`config.mk`:
```
export PLATFORM = sky130hd
export DESIGN_NAME = pmc_dump_writer_flat
export DESIGN_NICKNAME = d
export VERILOG_FILES = /design/src/rtl/pmc_pkg.sv /design/src/rtl/pmc_dump_writer_if.sv /design/src/rtl/pmc_dump_writer.sv /design/src/flat_wrapper.sv
export SDC_FILE = /design/constraint.sdc
export NUM_CORES = 1
export LEC_CHECK = 0
export BUFFER_PORTS_ARGS = -buffer_cell sky130_fd_sc_hd__buf_2
export CORE_AREA = 2 2 427 429
export CTS_BUF_LIST = sky130_fd_sc_hd__clkbuf_8
export CTS_CLUSTER_SIZE = 30
export DETAILED_ROUTE_END_ITERATION = 10
export DIE_AREA = 0 0 429 431
export GPL_ROUTABILITY_DRIVEN = 0
export SYNTH_ARGS = -nofsm -noshare
export SYNTH_HDL_FRONTEND = slang
export SYNTH_SLANG_ARGS = --single-unit
```
`constraint.sdc`:
```
create_clock -name clk -period 5.7 [get_ports clk]
set_input_delay 1.425 -clock clk [delete_from_list [all_inputs] [get_ports clk]]
set_output_delay 1.425 -clock clk [all_outputs]
set_load 0.005 [all_outputs]
```
`src/rtl/pmc_pkg.sv`:
```
// Shared types and constants for the PMC dump writer.
package pmc_pkg;

    typedef enum logic [1:0] {
        PMC_IDLE,
        PMC_WRITE,
        PMC_DONE
    } pmc_dump_state_t;

    localparam int PMC_NUM_METRICS = 4;
    localparam int PMC_M_STALL     = 0;
    localparam int PMC_M_CPI       = 1;
    localparam int PMC_M_ARITH     = 2;
    localparam int PMC_M_MEM       = 3;
    localparam int PMC_METRIC_W    = 256;
    localparam int PMC_WORD_W      = 32;

endpackage

```
`src/rtl/pmc_dump_writer_if.sv`:
```
// Valid/ready memory write port used to dump PMC snapshots.
interface pmc_dump_writer_if #(
    parameter int ADDR_W = 32
);
    logic              mem_wr_valid_out;
    logic              mem_wr_ready_in;
    logic [ADDR_W-1:0] mem_wr_addr_out;
    logic [31:0]       mem_wr_data_out;

    // Writer side drives the request, memory side answers with ready.
    modport master (
        output mem_wr_valid_out,
        output mem_wr_addr_out,
        output mem_wr_data_out,
        input  mem_wr_ready_in
    );

    modport slave (
        input  mem_wr_valid_out,
        input  mem_wr_addr_out,
        input  mem_wr_data_out,
        output mem_wr_ready_in
    );
endinterface

```
`src/rtl/pmc_dump_writer.sv`:
```
// Snapshots the four PMC metric buses on a dump request and writes them
// out as 32-bit words to a fixed memory region over a valid/ready port.
module pmc_dump_writer
    import pmc_pkg::*;
#(
    parameter int                ADDR_W        = 32,
    parameter logic [ADDR_W-1:0] BASE_ADDR     = 'h0000_0400,
    parameter int                WORDS_PER_MET = 1
) (
    input  logic                    clk,
    input  logic                    reset,
    input  logic                    dump_req_in,
    input  logic [PMC_METRIC_W-1:0] stall_count_in,
    input  logic [PMC_METRIC_W-1:0] cpi_q78_in,
    input  logic [PMC_METRIC_W-1:0] arith_count_in,
    input  logic [PMC_METRIC_W-1:0] mem_access_in,
    pmc_dump_writer_if.master       wr,
    output logic                    busy_out,
    output logic                    done_out
);

    localparam int                WIDX_W = (WORDS_PER_MET > 1) ? $clog2(WORDS_PER_MET) : 1;
    localparam logic [WIDX_W-1:0] LAST_W = WIDX_W'(WORDS_PER_MET - 1);
    localparam logic [1:0]        LAST_M = 2'(PMC_NUM_METRICS - 1);

    pmc_dump_state_t state_q, state_d;

    logic [PMC_NUM_METRICS-1:0][PMC_METRIC_W-1:0]                  met_in;
    logic [PMC_NUM_METRICS-1:0][WORDS_PER_MET-1:0][PMC_WORD_W-1:0] snap_q;
    logic [1:0]        met_q;
    logic [WIDX_W-1:0] wrd_q;
    logic [ADDR_W-1:0] addr_q;
    logic              writing;
    logic              xfer;
    logic              last_word;
    logic              start;

    assign met_in[PMC_M_STALL] = stall_count_in;
    assign met_in[PMC_M_CPI]   = cpi_q78_in;
    assign met_in[PMC_M_ARITH] = arith_count_in;
    assign met_in[PMC_M_MEM]   = mem_access_in;

    assign writing   = (state_q == PMC_WRITE);
    assign xfer      = writing && wr.mem_wr_ready_in;
    assign last_word = (met_q == LAST_M) && (wrd_q == LAST_W);
    assign start     = (state_q == PMC_IDLE) && dump_req_in;

    // State register; reset aborts any dump in progress.
    always_ff @(posedge clk) begin
        if (reset) state_q <= PMC_IDLE;
        else       state_q <= state_d;
    end

    // Next-state: requests outside IDLE are dropped, not queued.
    always_comb begin
        state_d = state_q;
        case (state_q)
            PMC_IDLE:  if (dump_req_in)       state_d = PMC_WRITE;
            PMC_WRITE: if (xfer && last_word) state_d = PMC_DONE;
            PMC_DONE:                         state_d = PMC_IDLE;
            default:                          state_d = PMC_IDLE;
        endcase
    end

    // Snapshot capture and word/address walk. The address is a running
    // byte pointer so it wraps modulo 2^ADDR_W with no extra logic.
    always_ff @(posedge clk) begin
        if (reset) begin
            snap_q <= '0;
            met_q  <= '0;
            wrd_q  <= '0;
            addr_q <= BASE_ADDR;
        end else if (start) begin
            for (int m = 0; m < PMC_NUM_METRICS; m++)
                for (int w = 0; w < WORDS_PER_MET; w++)
                    snap_q[m][w] <= met_in[m][PMC_WORD_W*w +: PMC_WORD_W];
            met_q  <= '0;
            wrd_q  <= '0;
            addr_q <= BASE_ADDR;
        end else if (xfer) begin
            if (wrd_q == LAST_W) begin
                wrd_q <= '0;
                met_q <= met_q + 2'd1;
            end else begin
                wrd_q <= wrd_q + WIDX_W'(1);
            end
            addr_q <= addr_q + ADDR_W'(4);
        end
    end

    // Bus outputs are held at zero outside WRITE so idle/reset reads as all-zero.
    always_comb begin
        wr.mem_wr_valid_out = writing;
        wr.mem_wr_addr_out  = writing ? addr_q : '0;
        wr.mem_wr_data_out  = writing ? snap_q[met_q][wrd_q] : '0;
        busy_out            = writing;
        done_out            = (state_q == PMC_DONE);
    end

endmodule

```
`src/flat_wrapper.sv`:
```
// flat-port wrapper written by rule: the top's interface ports become plain ports
module pmc_dump_writer_flat import pmc_pkg::*;
#(
    parameter int                ADDR_W        = 32,
    parameter logic [ADDR_W-1:0] BASE_ADDR     = 'h0000_0400,
    parameter int                WORDS_PER_MET = 1
)
  (clk, reset, dump_req_in, stall_count_in, cpi_q78_in, arith_count_in, mem_access_in, busy_out, done_out, wr_mem_wr_valid_out, wr_mem_wr_addr_out, wr_mem_wr_data_out, wr_mem_wr_ready_in);
  pmc_dump_writer_if #(.ADDR_W(ADDR_W)) wr_i ();
  input  logic clk;
  input  logic reset;
  input  logic dump_req_in;
  input  logic [PMC_METRIC_W-1:0] stall_count_in;
  input  logic [PMC_METRIC_W-1:0] cpi_q78_in;
  input  logic [PMC_METRIC_W-1:0] arith_count_in;
  input  logic [PMC_METRIC_W-1:0] mem_access_in;
  output logic busy_out;
  output logic done_out;
  output wire logic [$bits(wr_i.mem_wr_valid_out)-1:0] wr_mem_wr_valid_out;
  output wire logic [$bits(wr_i.mem_wr_addr_out)-1:0] wr_mem_wr_addr_out;
  output wire logic [$bits(wr_i.mem_wr_data_out)-1:0] wr_mem_wr_data_out;
  input wire logic [$bits(wr_i.mem_wr_ready_in)-1:0] wr_mem_wr_ready_in;
  assign wr_mem_wr_valid_out = wr_i.mem_wr_valid_out;
  assign wr_mem_wr_addr_out = wr_i.mem_wr_addr_out;
  assign wr_mem_wr_data_out = wr_i.mem_wr_data_out;
  assign wr_i.mem_wr_ready_in = wr_mem_wr_ready_in;
  pmc_dump_writer #(.ADDR_W(ADDR_W), .BASE_ADDR(BASE_ADDR), .WORDS_PER_MET(WORDS_PER_MET)) u_core (.clk(clk), .reset(reset), .dump_req_in(dump_req_in), .stall_count_in(stall_count_in), .cpi_q78_in(cpi_q78_in), .arith_count_in(arith_count_in), .mem_access_in(mem_access_in), .wr(wr_i), .busy_out(busy_out), .done_out(done_out));
endmodule
```
## Yosys cells after proc, flatten, opt, wreduce, memory -nomap -nowiden

Index checks and enable logic that the tools add are counted.
W data, S select, Z words.

| cells by class | value |
|---|---|
| equal/unequal tests | 5 |
| reduce and logical (&&, ||, !) cells | 8 |
| multiplexer cells | 9 |
| shift operators | 0 |
| bitwise operators | 1 |
| div/mod/pow operators | 0 |
| order comparisons | 2 |
| add/subtract/negate cells | 3 |
| $mul | 0 |

Operators by type and width:

| kind | number |
|---|---|
| $mux W32 | 4 |
| $bmux W32 S2 | 1 |
| $add A32 B3 Y32 const B | 1 |
| $eq A2 B2 Y1 const B | 2 |
| $logic_and A1 B1 Y1 | 4 |
| $mux W2 | 2 |
| $ne A2 B2 Y1 const B | 2 |
| $pmux W2 S2 | 1 |
| $reduce_and A2 Y1 | 2 |
| $lt A2 B3 Y1 const B | 1 |
| $add A2 B1 Y2 const B | 1 |
| $eq A2 B1 Y1 const B | 1 |
| $logic_not A2 Y1 | 1 |
| $reduce_or A2 Y1 | 1 |
| $add A1 B1 Y1 const B | 1 |
| $lt A1 B1 Y1 const B | 1 |
| $mux W1 | 1 |
| $not A1 Y1 | 1 |

| storage, ports and cells | value |
|---|---|
| output and inout bits | 67 |
| memories | 0 |
| latch bits | 0 |
| input bits | 1028 |
| register bits | 165 |
| ROM bits | 0 |
| memory bits (writable) | 0 |

## Logic depth before layout (Yosys ltp)

Gate-level depths: netlist of run 1.

| logic depth | value |
|---|---|
| word-level depth | 5 |
| gate-level depth with buffers | 7 |

## Worst setup path after synthesis of run 1

No wires, ideal clock.

| timing | value |
|---|---|
| kind | register to output |
| from | reg u_core.met_q[0] |
| to | out wr_mem_wr_data_out[10] |
| slack | 2.688 ns |
| data arrival time | 1.587 ns |
| cell stages (with the launch flop) | 5 |
| cells stage by stage | dfxtp_1 > clkbuf_1 > buf_2 > mux4_2 > and2_1 |

| between the ends | value |
|---|---|
| cells in the longest elaborated chain, start to end | 4 |

Ends and longest elaborated chain:

| what | RTL line | RTL |
|---|---|---|
| start: declaration | pmc_dump_writer.sv:30 | `logic [1:0] met_q;` |
| start signal: assignment | pmc_dump_writer.sv:83 | `met_q <= met_q + 2'd1;` |
| $bmux W32 S2 | pmc_dump_writer.sv:95 | `wr.mem_wr_data_out = writing ? snap_q[met_q][wrd_q] : '0;` |
| $mux W32 (not written as such) (2 in a row) | pmc_dump_writer.sv:95 |  |
| $mux W32 | pmc_dump_writer.sv:95 |  |
| end: declaration | flat_wrapper.sv:21 | `output wire logic [$bits(wr_i.mem_wr_data_out)-1:0] wr_mem_wr_data_out;` |

Every way passes these cells. The select of a mux whose other input is x is not followed.

## Worst setup path in the final report of run 1

| timing | value |
|---|---|
| from | reg u_core.met_q[0] |
| to | out wr_mem_wr_data_out[22] |

The elaborated chain is that of the path after synthesis.

==> results.yml, run 1 <==
status:
  status: "finished, final reports clean"
global_route:
  overall_global_routing_resource_usage_pct: 3.71
  grt_max_degree: 83
  first_pass_grt_wire_length_um: 46600
  global_route.overflow_total: 0
  grt_pass1_vias: 6389
  grt_antenna_before_repair: 27
timing:
  final-hold-violation-count: 0
  fin_skew_ns: 0.0303
  period_share_pct: 74.9
  period_needed_ns: 4.27
  slew_headroom_pct: 30.1
  maxClockFrequency_ghz: 0.234
  final.hold.worst_slack_ns: 0.461
  fin_tns_setup_ns: 0
  timing_max_transition_violations_final: 0
  rsz_0062_raised_after_global_routing: "no"
  worst-slew-pin-transition_ns: 1.05
  setup_viol: 0
power:
  cell_internal_pwr_mw: 1.68
  leakage_power_figure_nw: 3.50
  power.sequential.fraction_pct: 49.2
  peakVddDrop_mv: 0.152
  clkPwrFrac_pct: 39.4
  power_density_mw_per_mm2: 220
  power_total_mw: 2.49
  power.combinational.fraction_pct: 11.4
  swShare_pct: 32.7
  power_switching_mw: 0.815
floorplanning:
  dieArea_sq_mm: 0.185
  floorplan.die.width_um: 429
  placement_rows: 156
  core_area_sq_mm: 0.180
  floorplan.initialDensity_pct: 3.99
  boundaryPins: 1095
  die_height_um: 431
yosys:
  yosysWarningCount: 0
  synth-main-ff-cell: "dfxtp_1"
  synth_top_family_by_area: "simple AND/OR/NAND/NOR gates"
  synthAdderAreaFrac_pct: 0.349
  number_of_unique_standard_cell_types_used_by_synthesis: 36
  synth-compound-area-share_pct: 12.7
  synth_simple_gate_area_share_pct: 25.8
  yosysSeqAreaShare_pct: 45.2
  synth.area.mux_share_pct: 10.0
  syn_avg_cell_area_sq_um: 8.35
  post_synth_edffs: 0
  yosys.area_share.xor_xnor_pct: 0.976
  number_of_synthesized_register_bits: 162
  mapped_cells: 860
  async_flop_share_pct: 0
  synthesis.area_sq_mm: 0.00718
setup_path:
  criticalPathCategory: "register to output port"
  worst-endpoint-arrival_ns: 2.84
  critical_path_required_ns: 4.28
  setup.worst_path.start_class: "register"
  crit_path_end_kind: "output port"
  cp_max_fo: 19
layout:
  design.final.nets: 2039
  final_common_cell: "nand2_1"
  post_route_cells_drive_above_1_share_pct: 27.3
  final_cell_mix: "269 x nand2_1, 195 x buf_2, 160 x dfxtp_1"
  layout_area_overhead_pct: 57.8
  stdcell_area_sq_mm: 0.0113
drt:
  viasPerCell: 1.98
  first_iter_violations: 438
  detail_route.wl_per_cell_um: 10.2
  detailedRoute.firstPassIterationCount: 5
  detailroute.via_count: 6722
  drt.antenna.violating_nets: 0
  drc: 0
  totalWireLength_um: 34700
clocking:
  tritoncts: "built"
  clock_path_buffers: 2
  cts_root_buf: "clkbuf_8"
  postCtsSetupBuffers: 0
  cts_hold_repair.buffers: 0
  numCtsBuffers: 17
  clkTransAtPathRegs_ns: 0.11
  worst_skew_pair.late_latency_ns: 0.57
  cts_sinks: 162
  clock_tree.htree_level_count: 4
  cts-resized-gates: 0
worst_hold_path:
  worst_hold_path_type: "register to register"
job:
  drv.max_cap_violation_count: 0
placement:
  dpl.hpwl_um: 27000
  numPortBuffers: 196
  dpl_cell_area_sq_mm: 0.0109
==> synth_stat cells, drive strengths merged, types with 3 or more instances <==
cell type  count  area, sq um
a21oi        153          766
dfxtp        162         3240
or3            9         56.3
xnor2          5         43.8
nand3         10         50.1
inv            4         15.0
nand2        270         1010
nand4          7         43.8
clkbuf        59          221
or4           17          131
o21ai          7         35.0
buf           13         88.8
mux4          32          721
o31ai         15          113
nor2          10         37.5
and2          64          400
nor4           3         18.8
xor2           3         26.3
==> logic make-up after synthesis <==
logic type | after synthesis
buffers and inverters | 79
adder cells (fa/ha/maj) | 2
other | 1
flip-flops | 162
AO/OA/AOI/OAI | 175
multiplexers | 32
XOR/XNOR | 8
AND/OR/NAND/NOR | 401
==> worst max-delay path, cell delays in order, from the launching register on <==
cell and delay (ns):
dfxtp_2 0.88, buf_4 0.51, mux4_2 0.57, and2_1 0.17
buf_2 0.12
==> flip-flops by register name (all words and copies together), names as in the netlist <==
name / count
u_core.snap_q: 128
u_core.addr_q: 30
u_core.met_q: 2
u_core.state_q: 2
==> metal layers <==
layer / up-vias / track usage [%] / routed length, um
met5: - / 0 / 26
met2: 188 / 6.53 / 18100
met3: 63 / 0.789 / 1600
met1: 3261 / 3.84 / 12700
met4: 4 / 2.88 / 2170
li1: 3206 / - / -
==> final timing paths <==
kind                             startpoint                        endpoint  slack (ns)  depth (start not counted)
max            u_core.met_q[0]$_SDFFE_PP0P_          wr_mem_wr_data_out[22]        1.43                          4
min          u_core.snap_q[45]$_SDFFE_PP0P_  u_core.snap_q[45]$_SDFFE_PP0P_        0.46                          2
max reg2reg  u_core.state_q[0]$_SDFFE_PP0P_  u_core.snap_q[40]$_SDFFE_PP0P_        3.29                          5
min reg2reg  u_core.snap_q[45]$_SDFFE_PP0P_  u_core.snap_q[45]$_SDFFE_PP0P_        0.46                          2
==> final cells by class <==
type,count,area [sq um]
fillers,21200,169000
multi-input cells,620,3610
flip-flops and latches,162,3250
well taps,2370,2970
repair buffers,203,1040
clock buffers,17,234
clock inverters,15,206
inverters,5,20.0
diodes,6,15.0
==> stage by stage <==
step	setup WS [ns]	instances	utilization [%]
finish	1.43	3398	6.29
global route	1.21	3397	6.29
CTS	1.27	3392	6.28
detailed placement	1.95	3360	6.04
global placement	1.96	3360	6.04
floorplan	2.69	861	-
==> power by group through the flow <==
stage               Clock [mW]  Sequential [mW]  Combinational, mW
floorplan                    0             1.23              0.165
global placement             0             1.25              0.288
detailed placement           0             1.25              0.291
CTS                       1.05             1.22              0.291
global route              1.08             1.23              0.315
finish                   0.982             1.22              0.284
Note: power is estimated with default switching activity, not from simulation.
==> inputs of run 2 (changes only) <==
==> constraint.sdc (replaced) <==
create_clock -name clk -period 4.3 [get_ports clk]
set_input_delay 1.075 -clock clk [delete_from_list [all_inputs] [get_ports clk]]
set_output_delay 1.075 -clock clk [all_outputs]
set_load 0.005 [all_outputs]
==> run 2 against run 1 <==
Against the previous run:
- wire length decreased by 1.7%
- highest routed layer unchanged
- power increased by 32%
- count of clock-buffer cells in the layout unchanged
- critical path depth decreased by 1
- critical path type unchanged
==> results.yml, run 2 (synthesis gave the netlist of run 1 again) <==
status:
  status: "finished, final reports clean"
clocking:
  cts-resized-gates: 0
  cts_hold_repair.buffers: 0
  cts_root_buf: "clkbuf_8"
  clkTransAtPathRegs_ns: 0.10
  clock_tree.htree_level_count: 4
  postCtsSetupBuffers: 0
  clock_path_buffers: 2
  tritoncts: "built"
  numCtsBuffers: 17
  worst_skew_pair.late_latency_ns: 0.56
  cts_sinks: 162
drt:
  drt.antenna.violating_nets: 0
  detailroute.via_count: 6691
  totalWireLength_um: 34100
  viasPerCell: 1.97
  detail_route.wl_per_cell_um: 10.0
  first_iter_violations: 412
  detailedRoute.firstPassIterationCount: 5
  drc: 0
setup_path:
  crit_path_end_kind: "output port"
  number_of_logic_stages_on_the_critical_path_including_buffering: 3
  critical_path.n_buffers_inverters: 1
  cpMaxStageDelayCell: "dfxtp_2"
  worst-r2r-cell-count: 5
  timing.critical_path.cells: "mux4_2 > and2_1 > buf_2"
  timing.critical_path.max_delay_family: "flip-flops"
  critical_path_required_ns: 3.22
  setup.worst_path.start_class: "register"
  worst-endpoint-arrival_ns: 2.53
  cpPeakStageDelay_ns: 0.83
  criticalPathCategory: "register to output port"
  cp_max_fo: 14
layout:
  post_route_cells_drive_above_1_share_pct: 27.4
  final_cell_count_no_fill: 3400
  reg.largest.list: "u_core.snap_q (128), u_core.addr_q (30)"
  final_common_cell: "nand2_1"
  layout_area_overhead_pct: 58.5
  design.final.nets: 2042
  final_cell_mix: "269 x nand2_1, 195 x buf_2, 160 x dfxtp_1"
  final.fill_count: 21200
  largest_register_ff_count: 128
  registers.top_by_ff_count: "u_core.snap_q"
timing:
  rsz_0062_raised_after_global_routing: "no"
  worst-slew-pin-transition_ns: 0.870
  fin_tns_setup_ns: 0
  slew_headroom_pct: 42.0
  final-hold-violation-count: 0
  setup_viol: 0
  fin_skew_ns: 0.0289
  period_share_pct: 83.8
  final.hold.worst_slack_ns: 0.459
  timing_max_transition_violations_final: 0
  maxClockFrequency_ghz: 0.278
  period_needed_ns: 3.60
global_route:
  global_route.overflow_total: 0
  grt_pass1_vias: 6445
  grt_max_degree: 91
  grt_antenna_before_repair: 24
  first_pass_grt_wire_length_um: 46300
  overall_global_routing_resource_usage_pct: 3.67
power:
  power_density_mw_per_mm2: 289
  leakage_power_figure_nw: 3.52
  swShare_pct: 31.2
  power.combinational.fraction_pct: 11.5
  clkPwrFrac_pct: 39.1
  power.sequential.fraction_pct: 49.3
  peakVddDrop_mv: 0.203
  power_switching_mw: 1.03
  cell_internal_pwr_mw: 2.26
floorplanning:
  dieArea_sq_mm: 0.185
  die_height_um: 431
  boundaryPins: 1095
  placement_rows: 156
  floorplan.initialDensity_pct: 3.99
  floorplan.die.width_um: 429
  core_area_sq_mm: 0.180
placement:
  numPortBuffers: 196
  number_of_placed_instances_with_taps_included: 3363
  dpl.hpwl_um: 26900
worst_hold_path:
  min_delay_path_depth: 2
  worst_hold_path_type: "register to register"
job:
  drv.max_cap_violation_count: 0
run 2: cell types whose count changed in the layout (fill, tap and decap cells not counted), sizes merged:
| cell | before | now |
|---|---|---|
| bufinv | 1 | 2 |
| clkinv | 7 | 8 |
| buf | 203 | 206 |
| clkinvlp | 1 | 0 |
| inv | 11 | 9 |
run 2: routing by layer:
metal / GRT usage (%) / share of wire, % / vias up
li1: - / - / 3218
met1: 3.76 / 37 / 3240
met2: 6.67 / 54 / 167
met3: 0.799 / 3.8 / 64
met4: 2.54 / 5.2 / 2
met5: 0 / 0.041 / -
run 2: worst register-to-register path, cell delays in order (launching register included):
cell and delay, ns:
dfxtp_1 0.45, ha_1 0.20, nand4b_2 0.22, or3_1 0.70, or4_1 0.59, a21oi_1 0.15
run 2: worst paths after layout:
path                             startpoint                              to  slack (ns)
max            u_core.met_q[0]$_SDFFE_PP0P_          wr_mem_wr_data_out[13]        0.70
min          u_core.snap_q[68]$_SDFFE_PP0P_  u_core.snap_q[68]$_SDFFE_PP0P_        0.46
max reg2reg   u_core.addr_q[2]$_SDFFE_PP0P_  u_core.addr_q[18]$_SDFFE_PP0P_        1.93
min reg2reg  u_core.snap_q[68]$_SDFFE_PP0P_  u_core.snap_q[68]$_SDFFE_PP0P_        0.46
run 2: through the flow:
stage / worst slack, ns / cell area (sq um) / util [%] / power [mW]
2_1_floorplan: 1.64 / 7180 / - / 1.85
3_3_place_gp: 1.23 / 10900 / 6.07 / 2.04
3_5_place_dp: 1.22 / 10900 / 6.07 / 2.05
4_1_cts: 0.551 / 11400 / 6.31 / 3.39
5_1_grt: 0.496 / 11400 / 6.32 / 3.46
6_report: 0.697 / 11400 / 6.32 / 3.29
run 2: layout make-up:
type                       count  area (sq um)  share of cell area (%)
antenna                        6          15.0                   0.132
clock buffer                  17           234                    2.06
clock inverter                14           195                    1.72
inverter                       5          20.0                   0.176
multi-input combinational    620          3610                    31.7
sequential                   162          3250                    28.5
tap                         2370          2970                    26.1
timing repair buffer         206          1100                    9.63
run 2: power by group through the flow:
stage | Sequential, mW | Combinational, mW | Clock (mW)
final | 1.62 | 0.380 | 1.29
after global routing | 1.63 | 0.423 | 1.41
after CTS | 1.62 | 0.391 | 1.38
after detailed placement | 1.66 | 0.390 | 0
after global placement | 1.65 | 0.387 | 0
after floorplan | 1.63 | 0.219 | 0
